<file path="config.mk">
export PLATFORM = sky130hd
export DESIGN_NAME = imem_loader
export DESIGN_NICKNAME = d
export VERILOG_FILES = /design/src/rtl/imem_loader.sv
export SDC_FILE = /design/constraint.sdc
export NUM_CORES = 1
export LEC_CHECK = 0
export CORE_UTILIZATION = 52
export DETAILED_ROUTE_END_ITERATION = 8
export PLACE_DENSITY = 0.9
export SLEW_MARGIN = 20
export SYNTH_ARGS = -nofsm -noshare
export SYNTH_HDL_FRONTEND = slang
export SYNTH_SLANG_ARGS = --single-unit
export TNS_END_PERCENT = 30
</file>
<file path="constraint.sdc">
create_clock -name clk_i -period 3.45 [get_ports clk_i]
set_input_delay 0.69 -clock clk_i [delete_from_list [all_inputs] [get_ports clk_i]]
set_output_delay 0.69 -clock clk_i [all_outputs]
set_load 0.005 [all_outputs]
</file>
<file path="src/rtl/imem_loader.sv">
// rtl/imem_loader.sv - boot loader packing a byte stream into instruction memory words
module imem_loader #(
  parameter int ADDR_W = 8,
  parameter int DATA_W = 32
) (
  input  logic              clk_i,
  input  logic              rst_n_i,
  input  logic [7:0]        byte_i,
  input  logic              byte_valid_i,
  input  logic              last_i,
  output logic              byte_ready_o,
  output logic              imem_we_o,
  output logic [ADDR_W-1:0] imem_addr_o,
  output logic [DATA_W-1:0] imem_data_o,
  output logic              start_o,
  output logic              busy_o,
  output logic [ADDR_W:0]   word_count_o,
  output logic              err_o
);

  typedef enum logic [2:0] {
    S_IDLE,
    S_LOAD,
    S_WRITE,
    S_DONE,
    S_ERR
  } state_t;

  localparam logic [ADDR_W:0] LAST_IDX = {1'b0, {ADDR_W{1'b1}}};
  localparam logic [ADDR_W:0] MAX_CNT  = {1'b1, {ADDR_W{1'b0}}};

  state_t            state_q, state_nxt;
  logic [DATA_W-1:0] word_q, word_nxt;
  logic [1:0]        bcnt_q;
  logic              last_q;
  logic [ADDR_W:0]   count_q;
  logic              accept;

  assign accept = byte_valid_i && (state_q == S_LOAD);

  // An early last byte is shifted straight to its final position; stale low bytes fall off the top.
  always_comb begin
    word_nxt = {word_q[DATA_W-9:0], byte_i};
    if (last_i) begin
      case (bcnt_q)
        2'd0:    word_nxt = {byte_i, 24'h0};
        2'd1:    word_nxt = {word_q[7:0], byte_i, 16'h0};
        2'd2:    word_nxt = {word_q[15:0], byte_i, 8'h0};
        default: word_nxt = {word_q[23:0], byte_i};
      endcase
    end
  end

  always_ff @(posedge clk_i or negedge rst_n_i) begin
    if (!rst_n_i) begin
      state_q <= S_IDLE;
    end else begin
      state_q <= state_nxt;
    end
  end

  always_comb begin
    state_nxt = state_q;
    case (state_q)
      S_IDLE:  state_nxt = S_LOAD;
      S_LOAD:  if (accept && (bcnt_q == 2'd3 || last_i)) state_nxt = S_WRITE;
      S_WRITE: begin
        if (last_q)                   state_nxt = S_DONE;
        else if (count_q == LAST_IDX) state_nxt = S_ERR;
        else                          state_nxt = S_LOAD;
      end
      S_DONE:  state_nxt = S_DONE;
      S_ERR:   state_nxt = S_ERR;
      default: state_nxt = S_IDLE;
    endcase
  end

  always_ff @(posedge clk_i or negedge rst_n_i) begin
    if (!rst_n_i) begin
      word_q  <= '0;
      bcnt_q  <= '0;
      last_q  <= 1'b0;
      count_q <= '0;
    end else if (accept) begin
      word_q <= word_nxt;
      bcnt_q <= bcnt_q + 2'd1;
      last_q <= last_i;
    end else if (state_q == S_WRITE) begin
      bcnt_q <= '0;
      if (count_q != MAX_CNT) count_q <= count_q + 1'b1;
    end
  end

  // The word index doubles as the write count, so the address is simply its low bits.
  assign byte_ready_o = (state_q == S_LOAD);
  assign imem_we_o    = (state_q == S_WRITE);
  assign imem_addr_o  = count_q[ADDR_W-1:0];
  assign imem_data_o  = word_q;
  assign start_o      = (state_q == S_DONE);
  assign busy_o       = (state_q == S_LOAD) || (state_q == S_WRITE);
  assign word_count_o = count_q;
  assign err_o        = (state_q == S_ERR);

endmodule
</file>
After elaboration in Yosys (flattened, before gate mapping). Index checks and enable logic that the tools add are counted.

Bits of input ports: 12. RAM bits: 0. Register bits after elaboration: 47. Latch bits: 0. Bits in read-only memories: 0. Memories kept: 0. Word-level logic and storage cells: 34. Output and inout bits: 54.

$mul: 0. $lt $le $gt $ge: 0. Eq/ne operators: 10. Add/subtract/negate cells: 2. Bitwise gates (word level): 1. Div/mod/pow operators: 0. Multiplexer cells: 8. Reduce and logical (&&, ||, !) cells: 8. Shift-type cells: 0.

Operators by type and width (count): $pmux W32 S3 (1); $mux W32 (1); $pmux W3 S5 (1); $add A9 B1 Y9 const B (1); $eq A9 B8 Y1 const B (1); $mux W3 (3); $ne A9 B9 Y1 const B (1); $eq A3 B2 Y1 const B (2); $eq A2 B2 Y1 const B (2); $mux W2 (2); $eq A3 B1 Y1 const B (1); $eq A3 B3 Y1 const B (1); $logic_not A3 Y1 (1); $reduce_and A3 Y1 (1); $add A2 B1 Y2 const B (1); $eq A2 B1 Y1 const B (1); $logic_and A1 B1 Y1 (2); $logic_not A2 Y1 (1); $logic_or A1 B1 Y1 (2); $ne A2 B1 Y1 const B (1); $reduce_bool A2 Y1 (1); $not A1 Y1 (1).

Depth between registers and ports, before layout.
Word-level depth: 5. Depth in mapped cells: 8. Mapped depth without buffers: 8.

Worst setup path before layout. No wires, ideal clock.

Path kind: reg-to-reg. From: reg count_q[3] (netlist: word_count_o[3]). To: reg count_q[7] (netlist: word_count_o[7]). Setup slack: 1.726 ns. Stages on the path, launching flop included: 6. Arrival time: 1.644 ns. Required time: 3.370 ns. Setup time: 0.080 ns. Period minus slack after synthesis: 1.724 ns. Buffers on the path: 1. Cells stage by stage: dfrtp_1 or4_1 o41a_1 buf_6 nand4_1 xnor2_1.

Word-level cells in the longest chain between the ends: 2. Elaborated cells on any way between the ends: 3. Classes of those cells: add/sub (1); eq/ne (1); reduce/logical (1).

RTL lines: start, declared (line 36) `logic [ADDR_W:0] count_q;`; start signal, assigned (line 90) `if (count_q != MAX_CNT) count_q <= count_q + 1'b1;`; parallel branches: the longest is 2 deep, another holds $add A9 B1 Y9.

Parallel ways; which one is timed is not known. A chain may end at the register's enable or synchronous reset.

Worst setup path in the final report.
From: reg state_q[0]. To: out busy_o.

Word-level cells in the longest chain between the ends: 2. Elaborated cells on any way between the ends: 3. Classes of those cells: eq/ne (2); reduce/logical (1).

RTL lines: start, declared (line 32) `state_t state_q, state_nxt;`; start signal, assigned (line 58) `state_q <= state_nxt;`; $eq A3 B1 Y1 / $eq A3 B2 Y1 (equally long branches) (line 100) `assign busy_o = (state_q == S_LOAD) || (state_q == S_WRITE);`; $logic_or A1 B1 Y1 (*) (line 100); end, declared (line 16) `output logic busy_o,`.

Mark *: on every way between the ends. The rest lies on a longest branch, timed or not.

==> results.sh <==
export IMPL_drv_slew=0
export IMPL_synth_area_leader_cell="dfrtp_1"
export IMPL_num_io_pins=66
export IMPL_synth_common_cells="nand2_1 (60), dfrtp_1 (47), o21ai_0 (43), clkbuf_1 (16)"
export IMPL_ir_drop_v=0.000374
export IMPL_path_class="reg -> out"
export IMPL_synth_edf_count=0
export IMPL_gr_total_overflow=0
export IMPL_globalplace_congestion=0.811
export IMPL_required_ns=2.76
export IMPL_synthFlopType="dfrtp_1"
export IMPL_post_synth_num_cell_types=32
export IMPL_antenna_found_initial=0
export IMPL_place_area_sq_mm=0.00301
export IMPL_met1_length_um=2460
export IMPL_top_layer_used="met4"
export IMPL_final_fill_count=353
export IMPL_worstSetupEndpointType="output port"
export IMPL_grt_pass1_wl_um=9190
export IMPL_fin_nets=332
export IMPL_synthCells=264
export IMPL_drc=0
export IMPL_skew_ns=0.00564
export IMPL_leakagePower_nw=1.36
export IMPL_period_needed_ns=2.66
export IMPL_fmax_mhz=376
export IMPL_hpwl_um=3760
export IMPL_clock_latency_ns=0.30
export IMPL_synth_avg_cell_area_sq_um=9.13
export IMPL_met2_length_um=2700
export IMPL_dr_first_iter_drc_count=281
export IMPL_cts_root_buf="clkbuf_8"
export IMPL_fp_row_count=24
export IMPL_post_route_util=0.700
export IMPL_syn2layout_area_growth_pct=28.1
export IMPL_cts_reportedPaths_clkPinSlew_ns=0.08
export IMPL_maxCapViolCount=0
export IMPL_routed_wl_um=5540
export IMPL_die_w_um=70.1
export IMPL_relSlewSlack=0.424
export IMPL_cts_tree="yes"
export IMPL_grt_max_degree=59
export IMPL_holdBufCountCts=0
export IMPL_hold_class="in -> async"
export IMPL_finalCritPeriodShare=0.771
export IMPL_cts_sinks=47
export IMPL_die_h_um=70.1
export IMPL_antenna_left=0
export IMPL_grtUsageTotal=0.234
export IMPL_status="finished clean"
export IMPL_worst_slew_pin_slew_ns=0.863
export IMPL_cp_arrival_ns=1.97
export IMPL_finalHoldViolations=0
export IMPL_viasPerCell=5.85
export IMPL_finalSetupViolCount=0
export IMPL_vias=2129
export IMPL_clock_path_buffers=2
export IMPL_post_cts_setup_buffer_count=0
export IMPL_power_density_mw_per_mm2=704
export IMPL_rsz0062_at_grt="no"
export IMPL_worstPathMaxFanout=10
export IMPL_portBuffers=65
export IMPL_synth_cell_area_sq_mm=0.00241
export IMPL_drive_above_1_share=0.0449
export IMPL_synth_top_area_frac=0.488
export IMPL_ys_warn_count=0
export IMPL_wl_met3_um=302
export IMPL_synth_most_common_cell="nand2_1"
export IMPL_final_setup_tns_ns=0
export IMPL_wl_per_cell_um=15.2
export IMPL_htreeDepth=2
export IMPL_grt_pass1_vias=1946
export IMPL_ys_ff_latch=47
export IMPL_dieArea_sq_mm=0.00491
export IMPL_start_kind="flip-flop"
export IMPL_antenna_cells=0
export IMPL_core_area_sq_mm=0.00441
export IMPL_async_flop_share=1.00
export IMPL_synthTopCellsByArea="dfrtp_1 (49%), nand2_1 (9.3%), o21ai_0 (8.9%)"
export IMPL_numCtsBuffers=5
export IMPL_post_cts_resized=0
export IMPL_start_util=0.546
export IMPL_ys_seq_area_frac=0.488
export IMPL_syn_num_nets=283
export IMPL_drt_pass1_iterations=7
export IMPL_post_route_cell_area_sq_mm=0.00309
-- worst paths after layout --
kind | to | start | slack, ns | depth (start not counted)
max | busy_o | state_q[0] | 0.79 | 3
min | state_q[2] | rst_n_i | 0.38 | 1
max reg2reg | imem_data_o[22] | bcnt_q[0] | 1.44 | 5
min reg2reg | imem_data_o[30] | imem_data_o[30] | 0.48 | 2
max in group asynchronous | word_count_o[0] | rst_n_i | 2.67 | 1
min in group clk_i | imem_data_o[30] | imem_data_o[30] | 0.48 | 2
-- sequential cells by signal, summed over array words and instances (netlist names) --
name,cells
word_count_o,9
bcnt_q,2
state_q,3
imem_data_o,32
last_q,1
-- cells in the final DEF, fill, tap and decap left out, types with 2 or more instances in the layout --
cell	instances
buf_4	4
a222oi_1	8
nand4_1	2
and3_1	9
nor2_1	5
nand3_1	9
inv_1	5
clkbuf_8	5
o21ai_0	43
clkdlybuf4s50_1	64
a21oi_1	10
a221o_1	8
xnor2_1	7
dfrtp_1	47
and3_2	2
nand2_1	60
ha_1	7
nand2b_1	2
-- metal layers --
metal,track usage,vias to the layer above
met4,0.0733,0
met1,0.321,1003
met3,0.0361,7
li1,-,1028
met2,0.381,91
met5,0,-
-- cells by family after synthesis --
kind of cell,synth area share
AO/OA/AOI/OAI,0.192
flip-flops,0.488
AND/OR/NAND/NOR,0.191
buffers and inverters,0.0639
adder cells (fa/ha/maj),0.0363
multiplexers,0.00415
XOR/XNOR,0.0254
-- where the power goes --
group	internal [W]	switching, W
Combinational	0.000534	0.000380
Clock	0.000135	0.000174
Sequential	0.000751	0.000198
-- area by class of cell --
| cell class | count | area (sq um) | share of cell area |
|---|---|---|---|
| sequential | 47 | 1180 | 0.381 |
| multi-input combinational | 186 | 1080 | 0.351 |
| timing repair buffer | 68 | 671 | 0.217 |
| clock buffer | 6 | 72.6 | 0.0235 |
| tap | 52 | 65.1 | 0.0211 |
| inverter | 5 | 18.8 | 0.00608 |
-- through the flow --
step | power [W] | hold WS (ns) | setup WS [ns] | instances
after floorplan | 0.00134 | 0.394 | 1.73 | 264
after global placement | 0.00183 | 0.462 | 0.988 | 358
after detailed placement | 0.00187 | 0.471 | 0.959 | 358
after CTS | 0.00218 | 0.489 | 0.811 | 364
after global routing | 0.00232 | 0.429 | 0.684 | 364
final | 0.00217 | 0.376 | 0.791 | 364
-- critical path: stages (launching register included) --
cell	delay (ns)
dfrtp_1	0.49
nor3b_2	0.49
or2_2	0.20
clkdlybuf4s50_1	0.49
(Power assumes the default switching activity.)
